<file path="src/rtl/fpu_addsub_sequencer.sv">
// rtl/fpu_addsub_sequencer.sv - FP add/sub datapath control FSM; FPU_SEQ_FAST_FLUSH_EN enables single-cycle sticky flush
module fpu_addsub_sequencer #(
    parameter int EXP_W     = 8,
    parameter int ALIGN_MAX = 26,
    parameter int NORM_MAX  = 26
) (
    input  logic             i_clk,
    input  logic             i_rst,
    input  logic             i_valid,
    output logic             o_ready,
    input  logic             i_add_sub,
    input  logic             i_sign_a,
    input  logic             i_sign_b,
    input  logic [EXP_W-1:0] i_ex_diff,
    input  logic             i_ex_a_gt_b,
    input  logic             i_mant_a_gt_b,
    input  logic             i_special,
    input  logic             i_mant_zero,
    input  logic             i_mant_ovf,
    input  logic             i_mant_msb,
    input  logic             i_exp_min,
    output logic             o_load,
    output logic             o_swap,
    output logic             o_eff_sub,
    output logic             o_align_shift,
    output logic             o_sticky_flush,
    output logic             o_add,
    output logic             o_norm_right,
    output logic             o_norm_left,
    output logic             o_round,
    output logic             o_zero,
    output logic             o_valid,
    input  logic             i_ready,
    output logic             o_busy
);

    localparam int AW = $clog2(ALIGN_MAX + 1);
    localparam int NW = $clog2(NORM_MAX + 1);
    localparam logic [EXP_W-1:0] ALIGN_MAX_E = EXP_W'(ALIGN_MAX);
    localparam logic [AW-1:0]    ALIGN_MAX_A = AW'(ALIGN_MAX);
    localparam logic [NW-1:0]    NORM_MAX_N  = NW'(NORM_MAX);

    localparam logic [2:0] S_IDLE  = 3'd0;
    localparam logic [2:0] S_ALIGN = 3'd1;
    localparam logic [2:0] S_ADD   = 3'd2;
    localparam logic [2:0] S_NORM  = 3'd3;
    localparam logic [2:0] S_ROUND = 3'd4;
    localparam logic [2:0] S_POST  = 3'd5;
    localparam logic [2:0] S_DONE  = 3'd6;

    logic [2:0]    state;
    logic [AW-1:0] align_cnt;
    logic [NW-1:0] norm_cnt;
    logic          flush_pend;
    logic          flush_req;
    logic          norm_stop;
    logic [AW-1:0] align_load;

    assign flush_req = (i_ex_diff > ALIGN_MAX_E);
    assign norm_stop = i_mant_msb | i_exp_min | (norm_cnt == NORM_MAX_N);

`ifdef FPU_SEQ_FAST_FLUSH_EN
    // A flushed operand needs no stepwise shifting: one cycle collapses it into sticky.
    assign align_load    = flush_req ? AW'(1) : AW'(i_ex_diff);
    assign o_align_shift = (state == S_ALIGN) && (align_cnt != '0) && !flush_pend;
`else
    assign align_load    = flush_req ? ALIGN_MAX_A : AW'(i_ex_diff);
    assign o_align_shift = (state == S_ALIGN) && (align_cnt != '0);
`endif

    assign o_ready        = (state == S_IDLE) && !i_rst;
    assign o_load         = i_valid && o_ready;
    assign o_busy         = (state != S_IDLE);
    assign o_sticky_flush = (state == S_ALIGN) && flush_pend && (align_cnt == AW'(1));
    assign o_add          = (state == S_ADD);
    assign o_round        = (state == S_ROUND);
    assign o_valid        = (state == S_DONE);
    // Normalise strobes follow the live datapath status within the NORM/POST cycle.
    assign o_norm_right   = ((state == S_NORM) && !i_mant_zero && i_mant_ovf) ||
                            ((state == S_POST) && i_mant_ovf);
    assign o_norm_left    = (state == S_NORM) && !i_mant_zero && !i_mant_ovf && !norm_stop;

    always_ff @(posedge i_clk) begin
        if (i_rst) begin
            state      <= S_IDLE;
            align_cnt  <= '0;
            norm_cnt   <= '0;
            flush_pend <= 1'b0;
            o_swap     <= 1'b0;
            o_eff_sub  <= 1'b0;
            o_zero     <= 1'b0;
        end else begin
            case (state)
                S_IDLE: begin
                    if (o_load) begin
                        o_eff_sub  <= i_add_sub ^ i_sign_a ^ i_sign_b;
                        o_swap     <= !i_ex_a_gt_b && ((i_ex_diff != '0) || !i_mant_a_gt_b);
                        align_cnt  <= align_load;
                        flush_pend <= flush_req;
                        norm_cnt   <= '0;
                        o_zero     <= 1'b0;
                        if (i_special)
                            state <= S_DONE;
                        else if (i_ex_diff == '0)
                            state <= S_ADD;
                        else
                            state <= S_ALIGN;
                    end
                end
                S_ALIGN: begin
                    if (align_cnt != '0)
                        align_cnt <= align_cnt - AW'(1);
                    if (align_cnt <= AW'(1))
                        state <= S_ADD;
                end
                S_ADD: state <= S_NORM;
                S_NORM: begin
                    if (i_mant_zero) begin
                        o_zero <= 1'b1;
                        state  <= S_DONE;
                    end else if (i_mant_ovf || norm_stop) begin
                        state <= S_ROUND;
                    end else if (norm_cnt != NORM_MAX_N) begin
                        norm_cnt <= norm_cnt + NW'(1);
                    end
                end
                S_ROUND: state <= S_POST;
                S_POST:  state <= S_DONE;
                S_DONE: begin
                    if (i_ready)
                        state <= S_IDLE;
                end
                default: state <= S_IDLE;
            endcase
        end
    end

endmodule

</file>
<file path="config.mk">
export PLATFORM = sky130hd
export DESIGN_NAME = fpu_addsub_sequencer
export DESIGN_NICKNAME = d
export VERILOG_FILES = /design/src/rtl/fpu_addsub_sequencer.sv
export SDC_FILE = /design/constraint.sdc
export NUM_CORES = 1
export LEC_CHECK = 0
export BUFFER_PORTS_ARGS = -buffer_cell sky130_fd_sc_hd__buf_2
export CORE_AREA = 2 2 54 56
export DETAILED_ROUTE_END_ITERATION = 16
export DIE_AREA = 0 0 56 58
export MAX_ROUTING_LAYER = met4
export PLACE_DENSITY = 0.77
export SLEW_MARGIN = 20
export SYNTH_ARGS = -nofsm -noshare
export SYNTH_HDL_FRONTEND = slang
export SYNTH_SLANG_ARGS = --single-unit
</file>
<file path="constraint.sdc">
create_clock -name i_clk -period 2.1 [get_ports i_clk]
set_input_delay 0.42 -clock i_clk [delete_from_list [all_inputs] [get_ports i_clk]]
set_output_delay 0.42 -clock i_clk [all_outputs]
set_load 0.01 [all_outputs]
</file>
**After elaboration in Yosys (flattened, before gate mapping)**

Cells that the tools add are included.

- $lt $le $gt $ge: 2
- Bitwise gates (word level): 4
- Reduce and logical (&&, ||, !) cells: 32
- Multiplexer cells: 20
- Add/sub/neg operators: 2
- Eq/ne operators: 18

Operators with widths:

| cell | number |
|---|---|
| $mux W5 | 7 |
| $pmux W3 S7 | 1 |
| $pmux W5 S2 | 2 |
| $mux W3 | 6 |
| $logic_and A1 B1 Y1 | 11 |
| $eq A3 B3 Y1 const B | 3 |
| $gt A8 B5 Y1 const B | 1 |
| $logic_not A8 Y1 | 1 |
| $ne A2 B1 Y1 const B | 4 |
| $ne A2 B2 Y1 const B | 4 |
| $reduce_bool A8 Y1 | 1 |
| $eq A3 B2 Y1 const B | 2 |
| $logic_not A1 Y1 | 6 |
| $reduce_and A3 Y1 | 2 |
| $add A5 B1 Y5 const B | 1 |
| $eq A5 B1 Y1 const B | 1 |
| $eq A5 B5 Y1 const B | 1 |
| $le A5 B1 Y1 const B | 1 |
| $ne A5 B5 Y1 const B | 1 |
| $reduce_and A5 Y1 | 1 |
| $reduce_bool A5 Y1 | 1 |
| $sub A5 B1 Y5 const B | 1 |
| $reduce_and A4 Y1 | 1 |
| $reduce_bool A2 Y1 | 2 |
| other kinds (11) | 16 |

- Register bits: 17

**Depth between registers and ports, before layout**

- Word-level depth: 6
- Gate-level depth with buffers: 6

**Worst setup path before layout**

No wires, ideal clock.

- Kind: in2reg
- Start point: input i_mant_zero
- End point: register norm_cnt[2]
- Setup time: 0.059 ns
- Path slack: 0.558 ns
- Path buffers: 0
- Stages on the path: 4
- Arrival time: 1.483 ns
- Required time: 2.041 ns
- Cell sequence: nor4_4 a32oi_4 or4b_1 nand2_1

- Cells in the longest elaborated chain, start to end: 2

Ends and longest elaborated chain:

| element | RTL line | source |
|---|---|---|
| start, declared | 18 | `input logic i_mant_zero,` |
| $ne A2 B2 Y1 (no line) | - |  |
| $reduce_and A5 Y1 (no line) | - |  |
| end signal, assigned | 124 | `norm_cnt <= norm_cnt + NW'(1);` |
| end, declared | 53 | `logic [NW-1:0] norm_cnt;` |

Every way passes these cells.
A chain may end at the register's enable or synchronous reset.

**Worst setup path after layout**

- Start point: register state[2]
- End point: output o_ready

- Cells in the longest elaborated chain, start to end: 2

Ends and longest elaborated chain:

| element | RTL line | source |
|---|---|---|
| start, declared | 51 | `logic [2:0] state;` |
| start signal, assigned | 85 | `state <= S_IDLE;` |
| start signal, assigned | 103 | `state <= S_DONE;` |
| start signal, assigned | 105 | `state <= S_ADD;` |
| $logic_not A3 Y1 | 71 | `assign o_ready = (state == S_IDLE) && !i_rst;` |
| $logic_and A1 B1 Y1 | 71 |  |
| end, declared | 10 | `output logic o_ready,` |

Every way passes these cells.

==> impl_metrics.csv <==
group,metric,value,unit
placed_design,port_buffers,34,
placed_design,placed_cell_area,0.00135,mm^2
sta,slew_headroom,72.0,%
sta,hold_viol,0,
floorplan,die_height,58,um
floorplan,start_util,43.7,%
floorplan,io_pins,35,
route,wl_per_cell,13.9,um
logic_synthesis,syn_nets,167,
logic_synthesis,synth_top_area_share,29.2,%
global_route,antenna_found_initial,0,
power,switchingPower,680,uW
global_route,grt-ovfl-total,0,
logic_synthesis,synth-main-ff-cell,"dfxtp_1",
power,switching_share,45.6,%
floorplan,rows,19,
sta,tightest_slew,0.417,ns
clocking,numCtsBuffers,3,
power,seqPwrFrac,35.6,%
critical_path,required,1.68,ns
logic_synthesis,async_flop_share,0,%
clocking,clock_latency,0.30,ns
critical_path,crit_path_cell_trace,"nor3_2 > inv_1 > nor2_1 > buf_2",
route,drtIter0Drc,32,
sta,hold_slack,0.387,ns
sta,clock_skew,0.00624,ns
logic_synthesis,synth_top_area_cell,"dfxtp_1",
logic_synthesis,synth_top_cells_by_count,"dfxtp_1, nor2_1, nand2_1",
logic_synthesis,synth_seq_area_share,29.2,%
logic_synthesis,netlist_area,0.00116,mm^2
logic_synthesis,synth_warnings,0,
run_status,outcome,"finished clean",
power,combPwrFrac,52.1,%
clocking,cts_setup_buffers,0,
route,vias,1197,
power,p_total,1.49,mW
sta,finalCritPeriodShare,95.1,%
placed_design,place_hpwl,2270,um
clocking,numClockSinks,17,
clocking,cts_tree,"done",
route,drc,0,
clocking,path_clk_slew,0.11,ns
finish,fin_area,0.00138,mm^2
finish,syn2layout_area_growth,18.5,%
floorplan,die_area,0.00325,mm^2
critical_path,cp-end-kind,"primary output",
sta,fin_setup_tns,0,ns
route,dr.pass1.iters,4,
critical_path,worst-path-max-fanout,13,
clocking,htree_levels,1,
power,p_leak,0.607,nW
route,via_per_inst,5.81,
finish,utilization,51.8,%
logic_synthesis,synth_cell_types,48,
clocking,cts.hold.buffers_added,0,
logic_synthesis,synth.avg_cell_area,8.26,um^2
finish,layout.cells.non_filler,206,
global_route,grt_use_total,19.1,%
power,powerDensity,1080,mW/mm^2
logic_synthesis,synth_most_common_cell,"dfxtp_1",
critical_path,critPathLaunchType,"register",
finish,fillers,277,
sta,fin_crit,2.00,ns
clocking,clk_path_buf_depth,2,
logic_synthesis,postSynthCellCount,141,
global_route,grt_max_degree,14,
logic_synthesis,synth_edf_count,0,
placed_design,place_ws,0.299,ns
power,ir_worst_vdd,633,uV
logic_synthesis,synth-seq-cells,17,
sta,drv_slew,0,
placed_design,dp_cells,202,
sta,finalSetupViolCount,0,
worst_hold_path,holdCritPathClass,"input port to register",
power,p_clk_share,12.3,%
finish,drive_gt1_share,28.0,%
placed_design,globalplace.congestion,0.847,
power,internal_power,811,uW
critical_path,critPathKind,"register to primary output",
finish,n_antenna_cell,0,
clocking,cts_root_buffer,"clkbuf_4",
global_route,grt_pass1_wl,4840,um
route,routed_wl,2860,um
floorplan,core,0.00266,mm^2
global_route,grt_pass1_vias,1149,
route,final_antenna_net_count,0,
floorplan,die_w,56,um
logic_synthesis,synth_area_leaders,"dfxtp_1, ha_1, a21oi_1",
critical_path,cp_slowest_cell,"dfxtp_1",
flow_run,maxCapViolCount,0,
sta,fmax,501,MHz
sta,rsz0062_at_grt,"no",
critical_path,worstPathArrival,1.58,ns
finish,final_nets,202,
sta,setup_ws,0.102,ns
critical_path,max_stage_delay,0.45,ns
==> cell usage in the layout (no fill, tap or decap), types with 3 or more instances in the layout <==
cell / instances
buf_2: 34
dfxtp_1: 16
nor2_1: 12
nand2_1: 11
inv_1: 10
a21oi_1: 9
nor3_1: 6
o21ai_0: 6
nand3_1: 5
or3_1: 4
o31ai_1: 4
ha_1: 4
nor2b_1: 3
clkbuf_4: 3
==> cell type report <==
class	instances	area, um^2	area share (%)
clock buffers	3	22.5	1.63
multi-input cells	107	746	54.0
well taps	31	38.8	2.81
flip-flops and latches	17	342	24.8
repair buffers	36	185	13.4
clock inverters	1	5.00	0.363
inverters	11	41.3	2.99
==> routing by layer <==
| layer | vias up | share of wire (%) | global-route usage (%) | wire length, um |
|---|---|---|---|---|
| met3 | 4 | 6.1 | 3.79 | 175 |
| met2 | 44 | 51 | 33.6 | 1470 |
| met1 | 560 | 41 | 21.6 | 1180 |
| li1 | 589 | - | - | - |
| met4 | 0 | 1.1 | 7.14 | 30 |
| met5 | - | 0 | - | 0 |
==> worst max-delay path, delay by kind of cell, from the launching register on <==
family        cells  cell delay, ns
simple gates      2            0.49
buf+inv           2            0.33
flops             1            0.45
==> what timing repair did <==
action / CTS / global route
resized for setup: 0 / 2
endpoints found under the setup margin: 0 / 3
hold endpoints to repair: 0 / 0
==> cells by family after synthesis <==
logic type / after synthesis / share of synthesized area (%)
fa+ha+maj: 4 / 4.30
xor+xnor: 4 / 3.01
buf+inv: 17 / 6.98
mux: 1 / 0.859
simple gates: 56 / 27.7
compound gates: 42 / 27.9
flops: 17 / 29.2
==> final timing paths <==
path / endpoint / slack (ns) / start / depth (start not counted)
hold / removal: o_swap$_SDFFE_PP0P_ / 0.39 / i_ex_a_gt_b / 3
setup / recovery: o_ready / 0.10 / state[2]$_SDFFE_PP0P_ / 4
setup reg to reg: state[0]$_SDFFE_PP0P_ / 0.31 / state[2]$_SDFFE_PP0P_ / 4
hold reg to reg: flush_pend$_SDFFE_PP0P_ / 0.48 / flush_pend$_SDFFE_PP0P_ / 2
==> sequential cells by signal, summed over array words and instances (netlist names) <==
register,count
align_cnt,5
flush_pend,1
norm_cnt,5
o_eff_sub,1
o_swap,1
o_zero,1
state,3
==> power by group through the flow <==
stage | clock network, mW | logic (mW) | registers [mW]
floorplan | 0 | 0.626 | 0.477
global placement | 0 | 0.746 | 0.520
detailed placement | 0 | 0.771 | 0.531
CTS | 0.189 | 0.774 | 0.524
global route | 0.202 | 0.865 | 0.548
finish | 0.184 | 0.777 | 0.531
Note: power is estimated with default switching activity, not from simulation.
